File: src/rtl/iter_divider.sv
// Multi-cycle RV32M divide/remainder unit (DIV, DIVU, REM, REMU), radix-2 restoring.
// Optional ALU-style Zero/Negative result flags when DIV_FLAGS_EN is defined.
module iter_divider #(
    parameter int unsigned WIDTH = 32,
    parameter int unsigned CNT_W = 6
) (
    input  logic             clk,
    input  logic             reset_n,
    input  logic             Start,
    input  logic [1:0]       DivOp,
    input  logic [WIDTH-1:0] SrcA,
    input  logic [WIDTH-1:0] SrcB,
    output logic             Busy,
    output logic             Done,
    output logic [WIDTH-1:0] Result,
    output logic             DivByZero
`ifdef DIV_FLAGS_EN
    ,
    output logic             Zero,
    output logic             Negative
`endif
);

    typedef enum logic [1:0] {StIdle, StRun, StFix, StDone} state_e;

    state_e             state_q, state_d;
    logic [1:0]         op_q, op_d;
    logic               sign_a_q, sign_a_d;
    logic               sign_b_q, sign_b_d;
    logic [WIDTH-1:0]   rem_q, rem_d;
    logic [WIDTH-1:0]   quo_q, quo_d;
    logic [WIDTH-1:0]   div_q, div_d;
    logic [CNT_W-1:0]   cnt_q, cnt_d;
    logic [WIDTH-1:0]   result_q, result_d;
    logic               dbz_q, dbz_d;
`ifdef DIV_FLAGS_EN
    logic               zero_q, zero_d;
    logic               neg_q, neg_d;
`endif

    logic               in_signed, in_neg_a, in_neg_b;
    logic [WIDTH-1:0]   in_mag_a, in_mag_b;
    logic [WIDTH:0]     shifted, trial;
    logic               div_zero;
    logic [WIDTH-1:0]   quo_res, rem_mag, rem_res;

    always_comb begin
        in_signed = ~DivOp[0];
        in_neg_a  = in_signed & SrcA[WIDTH-1];
        in_neg_b  = in_signed & SrcB[WIDTH-1];
        in_mag_a  = in_neg_a ? -SrcA : SrcA;
        in_mag_b  = in_neg_b ? -SrcB : SrcB;

        shifted   = {rem_q, quo_q[WIDTH-1]};
        trial     = shifted - {1'b0, div_q};

        // On divide-by-zero the FSM skips RUN, so quo_q still holds |SrcA|;
        // re-applying the dividend sign recovers the original SrcA.
        div_zero  = (div_q == '0);
        quo_res   = div_zero ? '1 : ((sign_a_q ^ sign_b_q) ? -quo_q : quo_q);
        rem_mag   = div_zero ? quo_q : rem_q;
        rem_res   = sign_a_q ? -rem_mag : rem_mag;
    end

    always_comb begin
        state_d  = state_q;
        op_d     = op_q;
        sign_a_d = sign_a_q;
        sign_b_d = sign_b_q;
        rem_d    = rem_q;
        quo_d    = quo_q;
        div_d    = div_q;
        cnt_d    = cnt_q;
        result_d = result_q;
        dbz_d    = dbz_q;
`ifdef DIV_FLAGS_EN
        zero_d   = zero_q;
        neg_d    = neg_q;
`endif
        unique case (state_q)
            StIdle: begin
                if (Start) begin
                    op_d     = DivOp;
                    sign_a_d = in_neg_a;
                    sign_b_d = in_neg_b;
                    quo_d    = in_mag_a;
                    div_d    = in_mag_b;
                    rem_d    = '0;
                    cnt_d    = '0;
                    state_d  = (SrcB == '0) ? StFix : StRun;
                end
            end
            StRun: begin
                // trial[WIDTH] is the borrow: set means the divisor did not fit.
                rem_d = trial[WIDTH] ? shifted[WIDTH-1:0] : trial[WIDTH-1:0];
                quo_d = {quo_q[WIDTH-2:0], ~trial[WIDTH]};
                cnt_d = cnt_q + CNT_W'(1);
                if (cnt_q == CNT_W'(WIDTH - 1)) begin
                    state_d = StFix;
                end
            end
            StFix: begin
                result_d = op_q[1] ? rem_res : quo_res;
                dbz_d    = div_zero;
`ifdef DIV_FLAGS_EN
                zero_d   = (result_d == '0);
                neg_d    = result_d[WIDTH-1];
`endif
                state_d  = StDone;
            end
            StDone: begin
                state_d = StIdle;
            end
            default: begin
                state_d = StIdle;
            end
        endcase
    end

    always_ff @(posedge clk or negedge reset_n) begin
        if (!reset_n) begin
            state_q  <= StIdle;
            op_q     <= '0;
            sign_a_q <= 1'b0;
            sign_b_q <= 1'b0;
            rem_q    <= '0;
            quo_q    <= '0;
            div_q    <= '0;
            cnt_q    <= '0;
            result_q <= '0;
            dbz_q    <= 1'b0;
`ifdef DIV_FLAGS_EN
            zero_q   <= 1'b0;
            neg_q    <= 1'b0;
`endif
        end else begin
            state_q  <= state_d;
            op_q     <= op_d;
            sign_a_q <= sign_a_d;
            sign_b_q <= sign_b_d;
            rem_q    <= rem_d;
            quo_q    <= quo_d;
            div_q    <= div_d;
            cnt_q    <= cnt_d;
            result_q <= result_d;
            dbz_q    <= dbz_d;
`ifdef DIV_FLAGS_EN
            zero_q   <= zero_d;
            neg_q    <= neg_d;
`endif
        end
    end

    assign Busy      = (state_q == StRun) || (state_q == StFix);
    assign Done      = (state_q == StDone);
    assign Result    = result_q;
    assign DivByZero = dbz_q;
`ifdef DIV_FLAGS_EN
    assign Zero      = zero_q;
    assign Negative  = neg_q;
`endif

endmodule

File: config.mk
export PLATFORM = sky130hd
export DESIGN_NAME = iter_divider
export DESIGN_NICKNAME = d
export VERILOG_FILES = /design/src/rtl/iter_divider.sv
export SDC_FILE = /design/constraint.sdc
export NUM_CORES = 1
export LEC_CHECK = 0
export ABC_AREA = 0
export BUFFER_PORTS_ARGS = -buffer_cell sky130_fd_sc_hd__buf_2
export CORE_ASPECT_RATIO = 0.7
export CORE_MARGIN = 2
export CORE_UTILIZATION = 40
export CTS_CLUSTER_DIAMETER = 40
export CTS_CLUSTER_SIZE = 25
export DETAILED_ROUTE_END_ITERATION = 16
export PLACE_DENSITY_LB_ADDON = 0.15
export RECOVER_POWER = 100
export SYNTH_ARGS = -nofsm -noshare
export SYNTH_HDL_FRONTEND = slang
export SYNTH_SLANG_ARGS = --single-unit
File: constraint.sdc
create_clock -name clk -period 4.35 [get_ports clk]
set_clock_uncertainty 0.1 [all_clocks]
set_input_delay 0.2175 -clock clk [delete_from_list [all_inputs] [get_ports clk]]
set_output_delay 0.2175 -clock clk [all_outputs]
set_load 0.1 [all_outputs]
# [Word-level counts from Yosys, hierarchy flattened]
# Index checks and enable logic that the tools add are counted.
[word_totals] ff_bits=141 latch_bits=0 mem_bits_rw=0 mem_bits_ro=0 input_bits=69 out_inout_bits=35 word_cells=53 mem_count=0
[classes] add_sub_neg=6 n_mul=0 n_div=0 n_lt_le_gt_ge=0 eq_ne=6 n_shift=0 n_mux=18 bitwise_logic=5 n_reduce_logical=8
[op_table] operator="two-way mux 32 bit" n=10
[op_table] operator="negation 32 bit" n=4
[op_table] operator="one-hot mux 32 bit (2 select lines)" n=2
[op_table] operator="logical NOT 32 bit" n=2
[op_table] operator="subtractor 33 x 32 -> 33 bit" n=1
[op_table] operator="one-hot mux 6 bit (2 select lines)" n=1
[op_table] operator="one-hot mux 2 bit (4 select lines)" n=1
[op_table] operator="adder 6 x 1 -> 6 bit, second input constant" n=1
[op_table] operator="equality test 6 x 5 -> 1 bit, second input constant" n=1
[op_table] operator="two-way mux 2 bit" n=3
[op_table] operator="two-way mux 6 bit" n=1
[op_table] operator="AND reduction 2 bit" n=3
[op_table] operator="equality test 2 bit, second input constant" n=2
[op_table] operator="!= test 2 bit, second input constant" n=2
[op_table] operator="bitwise AND 1 bit" n=2
[op_table] operator="equality test 2 x 1 -> 1 bit, second input constant" n=1
[op_table] operator="logical NOT 2 bit" n=1
[op_table] operator="NOT 1 bit" n=2
[op_table] operator="nonzero test 2 bit" n=1
[op_table] operator="logical OR 1 bit" n=1
[op_table] operator="XOR 1 bit" n=1

# [Longest topological paths before layout]
[depth] word_depth=5 mapped_depth=16 ltp_nobuf=14

# [Worst setup path before layout]
# No wires, ideal clock.
[synth_timing] path_type="reg-to-reg" start="reg div_q[14]" end="reg result_q[28] (netlist: Result[28])" setup_time_ns=0.139 arrival_ns=3.200 required_time_ns=4.111 setup_slack_ns=0.910 path_stages_with_launch=16 path_buffers=2 synth_period_minus_slack_ns=3.440 cell_sequence="dfrtp_1 -> nor4_1 -> nand4_1 -> or2_2 -> clkbuf_1 -> buf_1 -> a21oi_1 -> ha_1 -> and2_1 -> nand3_1 -> nor4_1 -> a41oi_1 -> o31ai_1 -> a21boi_0 -> xnor2_1 -> a31oi_1"
[synth_between] elab_chain_cells=5 word_cells_on_any_way=6 cone_classes="1 x add/sub; 4 x mux; 1 x reduce/logical"
[synth_rtl] element="from (decl)" line_no="32" rtl="logic [WIDTH-1:0] div_q, div_d;"
[synth_rtl] element="from (signal assigned)" line_no="143" rtl="div_q <= div_d;"
[synth_rtl] element="logical NOT 32 bit *" line_no="59" rtl="div_zero = (div_q == '0);"
[synth_rtl] element="two-way mux 32 bit" line_no="61" rtl="rem_mag = div_zero ? quo_q : rem_q;"
[synth_rtl] element="negation 32 bit" line_no="62" rtl="rem_res = sign_a_q ? -rem_mag : rem_mag;"
[synth_rtl] element="two-way mux 32 bit" line_no="62"
[synth_rtl] element="two-way mux 32 bit *" line_no="103" rtl="result_d = op_q[1] ? rem_res : quo_res;"
[synth_rtl] element="to (signal assigned)" line_no="145" rtl="result_q <= result_d;"
[synth_rtl] element="to (decl)" line_no="34" rtl="logic [WIDTH-1:0] result_q, result_d;"
# Mark *: on every way between the ends. The rest lies on a longest branch, timed or not.
# A chain may end at the register's enable or synchronous reset.

# [Worst setup path in the final report]
[layout_timing] start="reg div_q[21]" end="reg result_q[28] (netlist: Result[28])"
# The elaborated chain is that of the path after synthesis.

==> out/results.md <==
| Group | Quantity | Reported |
|---|---|---|
| synthesis | Fraction of synthesis flops using an asynchronous set or reset pin | 1.000 |
| critical path | Register-to-Register Setup Slack | 290 ps |
| critical path | Startpoint Class | flip-flop |
| floorplan | Die width | 204.9 um |
| global routing | First-pass GRT wire length | 59.17 mm |
| synthesis | Area of the mapped netlist | 11300 sq um |
| power | PD cells | 907.3 nW/um^2 |
| global routing | Most used routing layer | met1 |
| critical path | Maximum fanout count along the critical path | 8 |
| clocking | Clock Pin Slew Worst Setup and Hold Paths | 60 ps |
| power | IR Drop Worst-Case VDD | 0.5978 mV |
| critical path | CP Class | flip-flop to flip-flop |
| global routing | GRT overflow | 0 |
| synthesis | Post-synth top flop | dfrtp_1 |
| global routing | GRT met3 Usage | 0.07301 |
| clocking | Bufs on Longest Clock Path | 2 |
| layout | Core occupancy in the finished layout | 0.4624 |
| clocking | Setup fix buffers added after clock tree synthesis | 0 |
| routing | Drc violations | 0 |
| global routing | Number of antenna violations at the first check in global routing | 0 |
| sta | Final Critical Period | 4062 ps |
| global routing | Largest net degree at the start of global routing | 79 |
| sta | Number of pins exceeding their max-slew limit in the final report | 171 |
| sta | RSZ-0062 raised after global routing | false |
| run | Count of maximum capacitance violations | 3 |
| floorplan | Placement Rows | 51 |
| power | Net switching share of the total power | 0.5490 |
| critical path | Required time reported for the critical path endpoint | 4550 ps |
| floorplan | Initial cell density of the core | 0.4062 |
| power | Combinational Power Share | 0.628 |
| floorplan | Die ar. | 29640 sq um |
| global routing | Via count of the first global-routing pass | 10270 |
| power | Internal | 5265 uW |
| clocking | CTS H-tree lvls | 4 |
| routing | Number of nets still failing antenna checks after routing | 0 |
| synthesis | Synth warn | 0 |
| synthesis | Most area-hungry cell type in the Yosys netlist | dfrtp_1 |
| hold path | Launch instance of the worst min-delay path | SrcB[18] |
| synthesis | Cell types with the largest area share after synthesis | dfrtp_1 31%, o21ai_0 7.2%, xnor2_1 6.2%, nand2_1 6.1%, a21oi_1 5.5% |
| synthesis | Total of flip-flops plus latches after synthesis | 140 |
| floorplan | Boundary Pins | 104 |
| layout | Fin nets | 1653 |
| synthesis | Library cells used by synthesis | 68 |
| clocking | TritonCTS buffer count | 17 |
| clocking | Clock latency of the later-clocked register in the worst-skew pair | 450 ps |
| run status | Result of the run | finished with violations |
| power | Static leakage power | 0.005486 uW |
| hold path | Cell depth of the worst min-delay path | 3 |
| hold path | Hold Crit Class | input port to flip-flop |
| sta | Fmax | 246.2 MHz |
| layout | Share of layout cells above drive strength 1 | 0.09202 |
| critical path | Capturing element type of the critical path | flip-flop |
| routing | Number of DRC markers after the initial detailed-route iteration | 965 |
| placed design | Gpl congestion | 0.9557 |
| run status | Failing checks | capacitance limit, slew limit |
| sta | Transition time at the pin with the least slew margin | 3111 ps |
| power | Total net switching power | 6408 uW |
| synthesis | EDFF count, synth | 0 |
| critical path | Startpoint of the worst register-to-register path | div_q[21] |
| hold path | Hold path endpoint | div_q[18] |
| clocking | TritonCTS clock tree | built |
| global routing | Global routing met1 resource utilization | 0.4074 |
| sta | Total negative slack for setup checks | 0 ps |
| floorplan | Core Region | 27820 sq um |
| routing | Wirelength per Cell | 19.77 um |
| sta | Final hold violations | 0 |
| routing | DR vias | 11110 |
| synthesis | Count leader, synth | nand2_1 |
| placed design | Count of input and output buffers | 103 |
| synthesis | Top cells by count, synth | 183 x nand2_1, 163 x o21ai_0, 140 x dfrtp_1 |
| synthesis | Synth Instances | 1472 |
| clocking | Clock sink count | 140 |
| critical path | Worst R2R Path Depth | 12 |
| synthesis | Synth Net Count | 1583 |
| sta | Setup Viol. Count Final | 0 |
| routing | Drt via density | 5.770 |
| routing | Detailed Routing Iterations Pass 1 | 5 |
| power | Clock Power Share | 0.136 |
| critical path | Worst Path Arrival | 4260 ps |
| global routing | Met2 usage in global routing | 0.3428 |
| global routing | Total routing usage reported by global routing | 0.2615 |
| layout | Antenna fix cells | 0 |
| layout | Layout overhead on the synthesized area | 13.84% |
| placed design | Post-detail-place hpwl | 29.05 mm |
| routing | Total Wirelength | 38.06 mm |
| synthesis | Proportion of netlist area held by the largest area contributor | 0.3100 |
| synthesis | Avg Inst Size Synth | 7.678 sq um |
| critical path | Reg2Reg Capture Point | Result[28] |
| floorplan | Die Y | 144.6 um |
| sta | Final worst-path cycle share | 0.9337 |
| synthesis | Seq/Total Area, Yosys | 0.3100 |
| power | Proportion of power drawn by flip-flops and latches | 0.235 |
| sta | Relative max-transition margin | -1.074 |
| clocking | Clock tree root driver cell | clkbuf_16 |
[layer usage]
metal  up-vias  wire length, um
met5         -                0
met4         0              561
met3        38             3278
met2       424            14710
met1      5270            19510
li1       5376                -
[power by group through the flow]
| stage | sequential [uW] | combinational [uW] | clock, uW |
|---|---|---|---|
| final | 2750 | 7330 | 1590 |
| after floorplan | 3250 | 4820 | 0 |
| after CTS | 2700 | 7320 | 1630 |
| after global placement | 2710 | 7240 | 0 |
| after detailed placement | 2720 | 7270 | 0 |
| after global routing | 2810 | 8050 | 1680 |
[sequential cells by signal, summed over array words and instances (netlist names)]
| register | flops |
|---|---|
| op_q | 1 |
| sign_a_q | 1 |
| Result | 32 |
| rem_q | 32 |
| sign_b_q | 1 |
| quo_q | 32 |
| cnt_q | 6 |
| state_q | 2 |
| div_q | 32 |
| DivByZero | 1 |
[critical path: stages (launching register included)]
cell      delay (ps)
dfrtp_1          400
nor4_1           510
nand4_1          260
or2_2            440
a21oi_1          240
ha_1             310
nand3b_1         260
nor3_1           230
a41oi_1          270
o31ai_1          380
a21boi_0         280
xnor2_1          140
a31oi_1           90
[metrics by stage]
| step | hold WS (ps) | setup WS [ps] | instances | instance area, sq um | total power, uW |
|---|---|---|---|---|---|
| 6_report | 19.94 | 288.3 | 1925 | 12870 | 11670 |
| 2_1_floorplan | -178.1 | 910.5 | 1472 | 11300 | 8067 |
| 4_1_cts | 2.350 | 410.0 | 1925 | 12950 | 11650 |
| 3_5_place_dp | 145.7 | 416.6 | 1879 | 12170 | 9994 |
| 5_1_grt | 23.35 | 2.916 | 1925 | 12870 | 12540 |
| 3_3_place_gp | 142.8 | 516.0 | 1879 | 12170 | 9949 |
[timing repair]
| action | 4_1_cts | 5_1_grt |
|---|---|---|
| gates resized for setup | 0 | 0 |
| endpoints found under the hold margin | 76 | 0 |
| hold buffers | 15 | 0 |
[layout by cell type, fill, tap and decap left out, types with 6 or more instances in the layout]
cell type / instances
nor4_1: 25
a21oi_1: 123
nor3_1: 38
a31oi_1: 22
or2_2: 9
clkbuf_16: 17
xnor2_1: 80
nand3_1: 25
nor2_1: 127
dlygate4sd3_1: 15
and3_1: 6
nand2_1: 183
dfrtp_1: 140
o22ai_1: 14
a21o_1: 25
buf_2: 66
buf_4: 15
nand2b_1: 11
xor2_1: 64
nor2b_1: 6
or3_1: 19
and2_1: 6
o211ai_1: 7
inv_1: 68
a221oi_1: 15
a32oi_1: 10
mux2i_1: 22
a211oi_1: 10
mux2_2: 7
clkbuf_1: 45
o21ai_0: 164
o31ai_1: 19
o21bai_1: 7
nand4_1: 10
or4_1: 9
ha_1: 40
o41ai_1: 7
[logic make-up (layout without fill, tap and decap cells)]
kind of cell	after synthesis	count (layout)	synth area share
AND/OR/NAND/NOR	493	493	0.2019
AO/OA/AOI/OAI	461	461	0.2465
buffers and inverters	163	245	0.05635
XOR/XNOR	144	144	0.1116
flip-flops	140	140	0.3100
adder cells (fa/ha/maj)	42	42	0.04716
multiplexers	29	29	0.02646
[final cells by class]
type,instances,area (sq um)
well taps,371,464.2
clock inverters,12,188.9
clock buffers,19,442.9
multi-input cells,1169,7176
flip-flops and latches,140,3503
repair buffers,144,828.3
fillers,2901,14960
inverters,70,262.8
[worst max-delay path by stage]
stage	start	endpoint	slack, ps	depth (start not counted)
4_1_cts	div_q[21]	Result[28]	410	12
5_1_grt	div_q[21]	Result[28]	3	13
3_3_place_gp	div_q[21]	Result[28]	520	12
6_report	div_q[21]	Result[28]	290	12
3_5_place_dp	div_q[21]	Result[28]	420	12
2_1_floorplan	div_q[14]	Result[28]	910	15
No activity file was read; power rests on OpenSTA's default activity.
